===== src/rtl/apbDecode_package.sv =====
// Shared types for the two-port APB arbiter: bus address/data widths, port count
// and the transfer state machine encoding.
package apbDecode_package;

   localparam int APB_ADDR_W = 32;
   localparam int APB_DATA_W = 32;
   localparam int APB_ARB_PORTS = 2;

   typedef logic [APB_ADDR_W-1:0] apb_addr_t;
   typedef logic [APB_DATA_W-1:0] apb_data_t;

   typedef enum logic [1:0] {
      IDLE,
      SETUP,
      ACCESS
   } arb_state_t;

endpackage


===== src/rtl/apb_if.sv =====
// APB bus bundle; src is the transfer initiator side, dst the completer side.
interface apb_if;
   import apbDecode_package::*;

   logic      psel;
   logic      penable;
   logic      pwrite;
   apb_addr_t paddr;
   apb_data_t pwdata;
   logic      pready;
   apb_data_t prdata;
   logic      pslverr;

   modport src (
      output psel, penable, pwrite, paddr, pwdata,
      input  pready, prdata, pslverr
   );

   modport dst (
      input  psel, penable, pwrite, paddr, pwdata,
      output pready, prdata, pslverr
   );

endinterface


===== src/rtl/apb_arb_rr.sv =====
// Two-way round-robin pick; the winner of a tie is the port that did not finish
// the most recent transfer.
module apb_arb_rr
   import apbDecode_package::*;
(
   input  logic                     clk,
   input  logic                     rst_n,
   input  logic [APB_ARB_PORTS-1:0] req,
   input  logic                     done,
   input  logic                     grant,
   output logic                     pick
);

   logic lastGrant;

   always_comb begin
      pick = 1'b0;
      if (&req) begin
         pick = ~lastGrant;
      end else if (req[1]) begin
         pick = 1'b1;
      end
   end

   // Reset value 1 lets port 0 win the first tie.
   always_ff @(posedge clk or negedge rst_n) begin
      if (!rst_n) begin
         lastGrant <= 1'b1;
      end else if (done) begin
         lastGrant <= grant;
      end
   end

endmodule


===== src/rtl/apb_arbiter.sv =====
// Two-requester APB arbiter onto one downstream bus.
// Optional access watchdog enabled by defining APB_ARB_TIMEOUT_EN.
module apb_arbiter
   import apbDecode_package::*;
#(
   parameter int TIMEOUT_CYCLES = 64
) (
   input  logic clk,
   input  logic rst_n,
   apb_if.dst   apbReq0,
   apb_if.dst   apbReq1,
   apb_if.src   apbReg
);

   arb_state_t state;
   logic       grant;
   logic       pick;
   logic [1:0] req;
   logic       fwd_done;
   logic       tmo_done;
   logic       done;

   // Requests only matter while idle; the granted port is the only one in flight.
   assign req      = {apbReq1.psel, apbReq0.psel} & {2{state == IDLE}};
   assign fwd_done = (state == ACCESS) && apbReg.pready;

`ifdef APB_ARB_TIMEOUT_EN
   localparam int CNT_W = (TIMEOUT_CYCLES > 1) ? $clog2(TIMEOUT_CYCLES) : 1;
   logic [CNT_W-1:0] tmo_cnt;

   assign tmo_done = (state == ACCESS) && !apbReg.pready &&
                     (tmo_cnt == CNT_W'(TIMEOUT_CYCLES - 1));
`else
   assign tmo_done = 1'b0;
`endif

   assign done = fwd_done || tmo_done;

   apb_arb_rr u_rr (
      .clk   (clk),
      .rst_n (rst_n),
      .req   (req),
      .done  (done),
      .grant (grant),
      .pick  (pick)
   );

   // Transfer FSM; downstream control and payload are all registered here.
   always_ff @(posedge clk or negedge rst_n) begin
      if (!rst_n) begin
         state          <= IDLE;
         grant          <= 1'b0;
         apbReg.psel    <= 1'b0;
         apbReg.penable <= 1'b0;
         apbReg.pwrite  <= 1'b0;
         apbReg.paddr   <= '0;
         apbReg.pwdata  <= '0;
`ifdef APB_ARB_TIMEOUT_EN
         tmo_cnt        <= '0;
`endif
      end else begin
         case (state)
            IDLE: begin
               if (|req) begin
                  grant          <= pick;
                  apbReg.paddr   <= pick ? apbReq1.paddr  : apbReq0.paddr;
                  apbReg.pwrite  <= pick ? apbReq1.pwrite : apbReq0.pwrite;
                  apbReg.pwdata  <= pick ? apbReq1.pwdata : apbReq0.pwdata;
                  apbReg.psel    <= 1'b1;
                  apbReg.penable <= 1'b0;
                  state          <= SETUP;
               end
            end
            SETUP: begin
               apbReg.penable <= 1'b1;
               state          <= ACCESS;
`ifdef APB_ARB_TIMEOUT_EN
               tmo_cnt        <= '0;
`endif
            end
            ACCESS: begin
               if (done) begin
                  apbReg.psel    <= 1'b0;
                  apbReg.penable <= 1'b0;
                  state          <= IDLE;
               end
`ifdef APB_ARB_TIMEOUT_EN
               else begin
                  tmo_cnt <= tmo_cnt + 1'b1;
               end
`endif
            end
            default: begin
               apbReg.psel    <= 1'b0;
               apbReg.penable <= 1'b0;
               state          <= IDLE;
            end
         endcase
      end
   end

   // Completion is steered to the granted port only; a watchdog completion reports an error with no data.
   always_comb begin
      apbReq0.pready  = 1'b0;
      apbReq0.prdata  = '0;
      apbReq0.pslverr = 1'b0;
      apbReq1.pready  = 1'b0;
      apbReq1.prdata  = '0;
      apbReq1.pslverr = 1'b0;
      if (done) begin
         if (grant) begin
            apbReq1.pready  = 1'b1;
            apbReq1.prdata  = fwd_done ? apbReg.prdata : '0;
            apbReq1.pslverr = fwd_done ? apbReg.pslverr : 1'b1;
         end else begin
            apbReq0.pready  = 1'b1;
            apbReq0.prdata  = fwd_done ? apbReg.prdata : '0;
            apbReq0.pslverr = fwd_done ? apbReg.pslverr : 1'b1;
         end
      end
   end

endmodule


===== src/flat_wrapper.sv =====
// flat-port wrapper written by rule: the top's interface ports become plain ports
module apb_arbiter_flat import apbDecode_package::*;
#(
   parameter int TIMEOUT_CYCLES = 64
)
  (clk, rst_n, apbReq0_psel, apbReq0_penable, apbReq0_pwrite, apbReq0_paddr, apbReq0_pwdata, apbReq0_pready, apbReq0_prdata, apbReq0_pslverr, apbReq1_psel, apbReq1_penable, apbReq1_pwrite, apbReq1_paddr, apbReq1_pwdata, apbReq1_pready, apbReq1_prdata, apbReq1_pslverr, apbReg_psel, apbReg_penable, apbReg_pwrite, apbReg_paddr, apbReg_pwdata, apbReg_pready, apbReg_prdata, apbReg_pslverr);
  apb_if apbReq0_i ();
  apb_if apbReq1_i ();
  apb_if apbReg_i ();
  input  logic clk;
  input  logic rst_n;
  input wire logic [$bits(apbReq0_i.psel)-1:0] apbReq0_psel;
  input wire logic [$bits(apbReq0_i.penable)-1:0] apbReq0_penable;
  input wire logic [$bits(apbReq0_i.pwrite)-1:0] apbReq0_pwrite;
  input wire logic [$bits(apbReq0_i.paddr)-1:0] apbReq0_paddr;
  input wire logic [$bits(apbReq0_i.pwdata)-1:0] apbReq0_pwdata;
  output wire logic [$bits(apbReq0_i.pready)-1:0] apbReq0_pready;
  output wire logic [$bits(apbReq0_i.prdata)-1:0] apbReq0_prdata;
  output wire logic [$bits(apbReq0_i.pslverr)-1:0] apbReq0_pslverr;
  input wire logic [$bits(apbReq1_i.psel)-1:0] apbReq1_psel;
  input wire logic [$bits(apbReq1_i.penable)-1:0] apbReq1_penable;
  input wire logic [$bits(apbReq1_i.pwrite)-1:0] apbReq1_pwrite;
  input wire logic [$bits(apbReq1_i.paddr)-1:0] apbReq1_paddr;
  input wire logic [$bits(apbReq1_i.pwdata)-1:0] apbReq1_pwdata;
  output wire logic [$bits(apbReq1_i.pready)-1:0] apbReq1_pready;
  output wire logic [$bits(apbReq1_i.prdata)-1:0] apbReq1_prdata;
  output wire logic [$bits(apbReq1_i.pslverr)-1:0] apbReq1_pslverr;
  output wire logic [$bits(apbReg_i.psel)-1:0] apbReg_psel;
  output wire logic [$bits(apbReg_i.penable)-1:0] apbReg_penable;
  output wire logic [$bits(apbReg_i.pwrite)-1:0] apbReg_pwrite;
  output wire logic [$bits(apbReg_i.paddr)-1:0] apbReg_paddr;
  output wire logic [$bits(apbReg_i.pwdata)-1:0] apbReg_pwdata;
  input wire logic [$bits(apbReg_i.pready)-1:0] apbReg_pready;
  input wire logic [$bits(apbReg_i.prdata)-1:0] apbReg_prdata;
  input wire logic [$bits(apbReg_i.pslverr)-1:0] apbReg_pslverr;
  assign apbReq0_i.psel = apbReq0_psel;
  assign apbReq0_i.penable = apbReq0_penable;
  assign apbReq0_i.pwrite = apbReq0_pwrite;
  assign apbReq0_i.paddr = apbReq0_paddr;
  assign apbReq0_i.pwdata = apbReq0_pwdata;
  assign apbReq0_pready = apbReq0_i.pready;
  assign apbReq0_prdata = apbReq0_i.prdata;
  assign apbReq0_pslverr = apbReq0_i.pslverr;
  assign apbReq1_i.psel = apbReq1_psel;
  assign apbReq1_i.penable = apbReq1_penable;
  assign apbReq1_i.pwrite = apbReq1_pwrite;
  assign apbReq1_i.paddr = apbReq1_paddr;
  assign apbReq1_i.pwdata = apbReq1_pwdata;
  assign apbReq1_pready = apbReq1_i.pready;
  assign apbReq1_prdata = apbReq1_i.prdata;
  assign apbReq1_pslverr = apbReq1_i.pslverr;
  assign apbReg_psel = apbReg_i.psel;
  assign apbReg_penable = apbReg_i.penable;
  assign apbReg_pwrite = apbReg_i.pwrite;
  assign apbReg_paddr = apbReg_i.paddr;
  assign apbReg_pwdata = apbReg_i.pwdata;
  assign apbReg_i.pready = apbReg_pready;
  assign apbReg_i.prdata = apbReg_prdata;
  assign apbReg_i.pslverr = apbReg_pslverr;
  apb_arbiter #(.TIMEOUT_CYCLES(TIMEOUT_CYCLES)) u_core (.clk(clk), .rst_n(rst_n), .apbReq0(apbReq0_i), .apbReq1(apbReq1_i), .apbReg(apbReg_i));
endmodule

===== config.mk =====
export PLATFORM = sky130hd
export DESIGN_NAME = apb_arbiter_flat
export DESIGN_NICKNAME = d
export VERILOG_FILES = /design/src/rtl/apbDecode_package.sv /design/src/rtl/apb_if.sv /design/src/rtl/apb_arb_rr.sv /design/src/rtl/apb_arbiter.sv /design/src/flat_wrapper.sv
export SDC_FILE = /design/constraint.sdc
export NUM_CORES = 1
export LEC_CHECK = 0
export BUFFER_PORTS_ARGS = -buffer_cell sky130_fd_sc_hd__buf_2
export CELL_PAD_IN_SITES_DETAIL_PLACEMENT = 1
export CELL_PAD_IN_SITES_GLOBAL_PLACEMENT = 2
export CORE_ASPECT_RATIO = 2
export CORE_UTILIZATION = 24
export DETAILED_ROUTE_END_ITERATION = 7
export PLACE_DENSITY_LB_ADDON = 0.05
export SLEW_MARGIN = 20
export SYNTH_ARGS = -nofsm -noshare
export SYNTH_HDL_FRONTEND = slang
export SYNTH_HIERARCHICAL = 1
export SYNTH_SLANG_ARGS = --single-unit

===== constraint.sdc =====
create_clock -name clk -period 4.2 [get_ports clk]
set_input_delay 0.84 -clock clk [delete_from_list [all_inputs] [get_ports clk]]
set_output_delay 0.84 -clock clk [all_outputs]
set_load 0.01 [all_outputs]

==> summary.txt, run 1 <==
Yosys
  • Number of cells produced by synthesis: 308
  • Cell variety after synth: 22
  • FF+latch count, synth: 71
  • Synth Net Count: 478
  • Yosys synthesis warning count: 6
  • Mean instance size in the synthesized netlist: 12.7 um^2
  • Portion of the post-synthesis area used by sequential elements: 45.4%
  • Area of the mapped netlist: 3920 um^2

Floorplan
  • Number of placement rows: 65
  • Height of the die: 183 um
  • I/O pin count: 305
  • Effective utilization at floorplan: 24.7%
  • CORE AREA: 15900 um^2
  • Total die area: 16900 um^2
  • Die outline width: 92.3 um

Cells and area
  • Post-synthesis to final-layout area growth: 51.8%
  • Number of filler cells placed in the layout: 1863
  • Layout cells sized above 1: 75.4%
  • Nets: 775
  • Fin cells: 811
  • Antenna diode count: 0
  • Area of the multi-input gates: 2030 um^2
  • FF/Latch Area: 1780 um^2

Routing
  • Total wirelength of the detailed-routed design: 12800 um
  • Number of vias after detailed routing: 3517
  • Avg WL per Cell: 15.8 um
  • Ratio of routed vias to standard cells: 4.34
  • Iteration count of the initial detailed-routing pass: 3
  • First-iteration detailed-routing DRC count: 80
  • Antenna Nets Post-Route: 0
  • Remaining design rule violation count: 0

GRT
  • Global-route wire length before repair: 19600 um
  • Largest net degree at the start of global routing: 72
  • Number of antenna violations at the first check in global routing: 0
  • Congestion Overflow GR: 0
  • Total track usage: 15.2%
  • Vias in the first global route: 3815

Power
  • LEAKAGE: 3.05 nW
  • Peak VDD IR: 0.000275 V
  • Power Dens Cells: 646 nW/um^2

Critical path
  • Type of origin of the critical path: primary input
  • Data arrival, critical path: 1880 ps
  • Start of the worst register-to-register path: u_core/state[0]$_DFFE_PN0P_
  • Kind of critical path: primary input to output pin
  • Crit. End Element: output pin
  • Worst setup path startpoint: apbReg_pready
  • Critical path data required time: 3360 ps
  • Maximum fanout encountered on the critical timing path: 34

Timing
  • Share of the clock period used by the worst path: 64.7%
  • Post-route clock skew: 6.67 ps
  • Slew HR: 38.1%
  • Number of pins with negative max-slew slack in the final report: 0
  • Setup violators final: 0
  • Highest clock frequency the design can meet: 368 MHz
  • RSZ-0062 raised after global routing: no
  • Worst slew pin tran: 928 ps
  • Final critical delay including setup and external delays: 2720 ps
  • Setup Total Neg Slack: 0 ps
  • Total count of hold-check failures in the final report: 0

CTS
  • Cts hold-fix bufs: 0
  • Post-CTS Resized: 0
  • Total setup buffers inserted after CTS: 0
  • Number of buffers created by CTS: 9
  • # H-tree levels: 3
  • Root Buffer Master: clkbuf_16
  • Post-CTS clock slew at the launch and capture registers of the worst setup and hold paths: 50 ps
  • Clock network latency to the later pin of the worst-skew pair: 330 ps
  • Clock sink count: 71
  • CTS Buffer Depth: 2
  • TritonCTS clock tree: yes

Min path
  • HP Start: u_core/apbReg.psel$_DFFE_PN0P_
  • Classification of the worst-slack hold path: flip-flop to flip-flop

Status
  • Outcome: completed

Placed design
  • # port buffers: 302
  • Number of instances in the placed design: 795
  • Final GP Congestion: 0.705
  • Placed wire-length estimate: 10500 um

Run
  • Maximum Capacitance Violations: 0
## cells in the mapped netlist
cell        n  area, um^2
nor3b_2     1        12.5
buf_4       3        22.5
nor2_1      2        7.51
dfrtp_1    70        1750
o21ai_0     2        10.0
and2_1     66         413
dfstp_2     1        26.3
nor3_4      1        16.3
buf_6       1        11.3
nor3b_1     2        15.0
clkbuf_1    7        26.3
a21boi_0    1        7.51
nand2_1     1        3.75
mux2_4      1        15.0
nor3_2      1        10.0
buf_2      11        55.1
o21a_1      1        7.51
or3_1       1        6.26
inv_1       1        3.75
o311ai_0    1        8.76
mux2_2    131        1480
nand2b_1    2        12.5
## cell usage in the layout, fill, tap and decap left out
cell type	n
nor2_1	2
nor3b_2	1
a21boi_4	1
clkbuf_16	9
mux2_2	131
clkinv_4	1
nor3b_1	2
o21ai_0	2
nand2b_1	2
and2_1	66
dfstp_2	1
buf_2	301
dfrtp_1	70
bufinv_16	2
clkinvlp_4	1
inv_1	1
mux2_4	1
nor3_4	1
nand2_1	1
nor3_2	1
buf_4	7
o21a_1	1
clkinv_2	1
clkbuf_1	1
or3_1	1
o311ai_0	1
clkbuf_8	1
## layer usage
| layer | global-route usage, % | vias up | wire length [um] |
|---|---|---|---|
| met5 | 0 | - | 0 |
| met1 | 13.3 | 1657 | 3930 |
| met4 | 5.63 | 0 | 182 |
| met2 | 31.0 | 195 | 7530 |
| li1 | - | 1657 | - |
| met3 | 4.46 | 8 | 1180 |
## path summary, 6_finish.rpt
check | end | slack, ps | cells past startpoint
setup reg to reg | u_core/apbReg.paddr[4]$_DFFE_PN0P_ | 1910 | 5
hold / removal | u_core/apbReg.psel$_DFFE_PN0P_ | 490 | 1
hold reg to reg | u_core/apbReg.psel$_DFFE_PN0P_ | 490 | 1
max in group asynchronous | u_core/apbReg.psel$_DFFE_PN0P_ | 2940 | 1
setup / recovery | apbReq1_prdata[20] | 1480 | 6
min in group asynchronous | u_core/apbReg.pwdata[10]$_DFFE_PN0P_ | 640 | 1
## report_power, final
part / leakage (nW) / switching [mW] / internal (mW)
sequential: 0.830 / 0.182 / 1.04
clock: 0.156 / 0.280 / 0.536
combinational: 2.06 / 0.850 / 0.953
## critical path: stages
cell	delay, ps
buf_2	110
nand2_1	120
nor3b_2	200
buf_4	290
and2_1	170
buf_2	130
## layout make-up
type                            instances  share of cell area (%)
Tap cell                              201                    4.23
Multi-Input combinational cell        214                    34.2
Clock buffer                           11                    4.08
Inverter                                1                  0.0631
Timing Repair Buffer                  308                    26.2
Sequential cell                        71                    29.9
Clock inverter                          5                    1.37
## metrics by stage
step / utilization [%] / setup slack [ps] / hold slack (ps) / total power, mW / cell area (um^2)
detailed placement: 35.5 / 1460 / 479 / 3.11 / 5620
floorplan: - / 1710 / 530 / 2.37 / 3920
CTS: 37.5 / 1450 / 492 / 3.96 / 5950
global placement: 35.5 / 1470 / 478 / 3.07 / 5620
finish: 37.5 / 1480 / 487 / 3.84 / 5950
global route: 37.5 / 1370 / 513 / 4.12 / 5950
## flip-flops by register name (all words and copies together), names as in the netlist
name / flops
u_core/apbReg.paddr: 32
u_core/apbReg.pwdata: 32
u_core/state: 2
u_core/apbReg.penable: 1
u_core/apbReg.psel: 1
u_core/apbReg.pwrite: 1
u_core/grant: 1
u_core/u_rr/lastGrant: 1
## logic make-up (layout without fill, tap and decap cells)
logic type,Yosys count,after routing,share of synthesized area [%]
simple gates,77,77,12.7
flops,71,71,45.4
buf+inv,23,325,3.03
mux,132,132,38.0
compound gates,5,5,0.863
Note: power is estimated with default switching activity, not from simulation.
==> run 2, diff against run 1 <==
- ABC_AREA: not set -> 1
- CORE_UTILIZATION: 24 -> 17
- clock period: 4.2 -> 2.4 ns (I/O delays scaled with it)
==> run 2 against run 1 <==
Utilization down 12 points; synthesized area grew 2.9%; synthesized cell count rose by 100%; first-iteration DRC count is 40% higher; cell count rose by 49%; combinational power rose by 81%; global-route usage down 0.62 points; critical path depth fell by 2; critical path type is now flip-flop to output pin; critical endpoint is now apbReq1_prdata[16].
==> summary.txt, run 2 <==
Status
  • Outcome: completed

CTS
  • TritonCTS clock tree: yes
  • Root Buffer Master: clkbuf_16
  • # H-tree levels: 3
  • CTS Buffer Depth: 2
  • Post-CTS clock slew at the launch and capture registers of the worst setup and hold paths: 50 ps
  • Clock sink count: 71
  • Number of buffers created by CTS: 9
  • Post-CTS Resized: 0
  • Clock network latency to the later pin of the worst-skew pair: 350 ps

Floorplan
  • Number of placement rows: 79
  • Total die area: 24400 um^2
  • I/O pin count: 305
  • Effective utilization at floorplan: 17.4%
  • Height of the die: 220 um
  • Die outline width: 111 um
  • CORE AREA: 23200 um^2

Power
  • Internal Power: 3.62 mW
  • Clock network fraction of design power: 18.8%
  • LEAKAGE: 3.97 nW
  • Combinational share of power: 49.5%
  • Peak VDD IR: 0.000418 V
  • Power Dens Cells: 1090 nW/um^2
  • Sequential fraction of design power: 31.7%
  • Final Total Pwr: 6.57 mW
  • Proportion of total power due to net switching: 44.9%
  • Switching power of the nets: 2.95 mW

Timing
  • RSZ-0062 raised after global routing: yes
  • Number of pins with negative max-slew slack in the final report: 0
  • Post-route clock skew: 3.38 ps
  • Slew HR: 68.8%
  • Worst slew pin tran: 468 ps
  • Setup violators final: 0
  • Final hold slack: 71.4 ps
  • Total count of hold-check failures in the final report: 0
  • Highest clock frequency the design can meet: 442 MHz
  • Final critical delay including setup and external delays: 2260 ps
  • Share of the clock period used by the worst path: 94.2%

Yosys
  • FF+latch count, synth: 71
  • Leading post-synthesis cells by instance count: nand2_1, dfrtp_1, nor2_1, inv_1, buf_2
  • Number of cells produced by synthesis: 630
  • Mean instance size in the synthesized netlist: 6.40 um^2
  • Synth Net Count: 800
  • Area of the mapped netlist: 4030 um^2
  • Yosys synthesis warning count: 6
  • Portion of the post-synthesis area used by sequential elements: 44.1%
  • Share of the synthesized area in the top cell type: 43.5%
  • Fraction of registers with async set or reset after synthesis: 100%
  • Leading register cell type out of synthesis: dfrtp_1
  • Number of enable-type register cells in the synthesized netlist: 0
  • Cell variety after synth: 16
  • Most common cell in the synthesized netlist: nand2_1
  • Leading post-synthesis cells by cell area: dfrtp_1, nand2_1, nor2_1, inv_1, buf_6
  • Dominant cell type by area after synthesis: dfrtp_1

Routing
  • Iteration count of the initial detailed-routing pass: 4
  • Antenna Nets Post-Route: 0
  • Avg WL per Cell: 14.2 um
  • Number of vias after detailed routing: 4826
  • First-iteration detailed-routing DRC count: 112
  • Total wirelength of the detailed-routed design: 17100 um
  • Remaining design rule violation count: 0
  • Ratio of routed vias to standard cells: 4.00

Placed design
  • # port buffers: 302
  • Placed wire-length estimate: 13500 um
  • Final GP Congestion: 0.735

GRT
  • Number of antenna violations at the first check in global routing: 1
  • Congestion Overflow GR: 0
  • Total track usage: 14.6%
  • Vias in the first global route: 5315
  • Global-route wire length before repair: 27400 um
  • Largest net degree at the start of global routing: 42

Run
  • Maximum Capacitance Violations: 0

Critical path
  • Kind of critical path: flip-flop to output pin
  • Type of origin of the critical path: flip-flop
  • Cell at the slowest stage of the critical path: dfrtp_1
  • Worst R2R Path Depth: 10
  • Largest stage delay on the critical path: 430 ps
  • Start of the worst register-to-register path: u_core/state[0]$_DFFE_PN0P_
  • Top Family by Delay on Critical Path: simple AND/OR/NAND/NOR gates
  • Maximum fanout encountered on the critical timing path: 34
  • Crit. End Element: output pin
  • Reg-to-reg setup timing slack: 510 ps
  • Data arrival, critical path: 1780 ps
  • Bufs and invs on worst path: 1
  • Critical path data required time: 1920 ps
  • Critical path cell sequence: nor3_4, nand2_4, nor2_1, buf_2
  • R2r endpoint: u_core/apbReg.pwdata[14]$_DFFE_PN0P_

Cells and area
  • Post-synthesis to final-layout area growth: 49.4%
  • Registers with the most flip-flops: u_core/apbReg.paddr x32, u_core/apbReg.pwdata x32, u_core/state x2
  • Layout cells sized above 1: 36.2%
  • Most frequent standard cell in the layout excluding fill and tap cells: nand2_1
  • Nets: 1088
  • Highest-count cells in the layout ignoring fill and taps: nand2_1, buf_2, dfrtp_1, nor2_1, inv_1

Min path
  • Classification of the worst-slack hold path: primary input to async pin
==> run 2: cell types whose count changed in the layout (fill, tap and decap cells not counted), moves of 3 or more <==
cell	before	now
and2_1	66	0
inv_1	1	43
inv_2	0	3
mux2_2	131	0
nand2_1	1	400
nor2_1	2	69
==> run 2: worst reg2reg max path: cells and delay by family (launching register included) <==
kind / cells / cell delay [ps]
compound gates: 1 / 270
simple gates: 6 / 540
flops: 1 / 430
buf+inv: 3 / 590
==> run 2: worst max-delay path by stage <==
stage                                start            endpoint  slack [ps]  cells past startpoint
2_1_floorplan                apbReg_pready  apbReq0_prdata[22]         720                      5
3_3_place_gp                 apbReg_pready  apbReq0_prdata[14]         380                      6
3_5_place_dp                 apbReg_pready   apbReq1_prdata[0]         320                      6
4_1_cts        u_core/state[0]$_DFFE_PN0P_   apbReq1_prdata[0]          60                      4
5_1_grt        u_core/state[1]$_DFFE_PN0P_  apbReq0_prdata[27]         -50                      5
6_report       u_core/state[0]$_DFFE_PN0P_  apbReq1_prdata[16]         140                      4
==> run 2: cell type report <==
cell class	count	area [um^2]
tap	283	354
clock buffer	11	243
multi-input combinational	479	1860
timing repair buffer	311	1590
sequential	71	1780
clock inverter	4	22.5
fill	3031	17200
antenna	1	2.50
inverter	46	173
==> run 2: power groups by stage <==
stage / registers (mW) / clock network, mW / logic, mW
3_3_place_gp: 2.09 / 0 / 3.36
6_report: 2.08 / 1.23 / 3.25
3_5_place_dp: 2.11 / 0 / 3.42
2_1_floorplan: 2.35 / 0 / 1.76
5_1_grt: 2.18 / 1.35 / 3.77
4_1_cts: 2.10 / 1.32 / 3.43
==> run 2: logic make-up after synthesis <==
| kind of cell | synth area share, % |
|---|---|
| AO/OA/AOI/OAI | 0.807 |
| flip-flops | 44.1 |
| AND/OR/NAND/NOR | 44.9 |
| buffers and inverters | 10.2 |
==> run 2: repair_timing <==
item,4_1_cts,5_1_grt
hold buffers,0,0
setup buffers,0,0
setup endpoints to repair,0,36
==> run 2: through the flow <==
| stage | cells | utilization [%] | cell area, um^2 | setup WS, ps | TNS (ps) |
|---|---|---|---|---|---|
| floorplan | 630 | - | 4030 | 719 | 0 |
| global placement | 1190 | 24.8 | 5760 | 378 | 0 |
| detailed placement | 1190 | 24.8 | 5760 | 324 | 0 |
| CTS | 1205 | 25.9 | 6020 | 62.1 | 0 |
| global route | 1206 | 25.9 | 6020 | -49.0 | -579 |
| finish | 1206 | 25.9 | 6020 | 140 | 0 |
==> run 2: metal layers <==
metal / GRT usage [%] / up-vias / part of all wire, %
met5: 0 / - / 0
met2: 29.6 / 185 / 57
met3: 4.26 / 12 / 7.2
li1: - / 2405 / -
met4: 5.11 / 0 / 1.4
met1: 13.4 / 2224 / 34
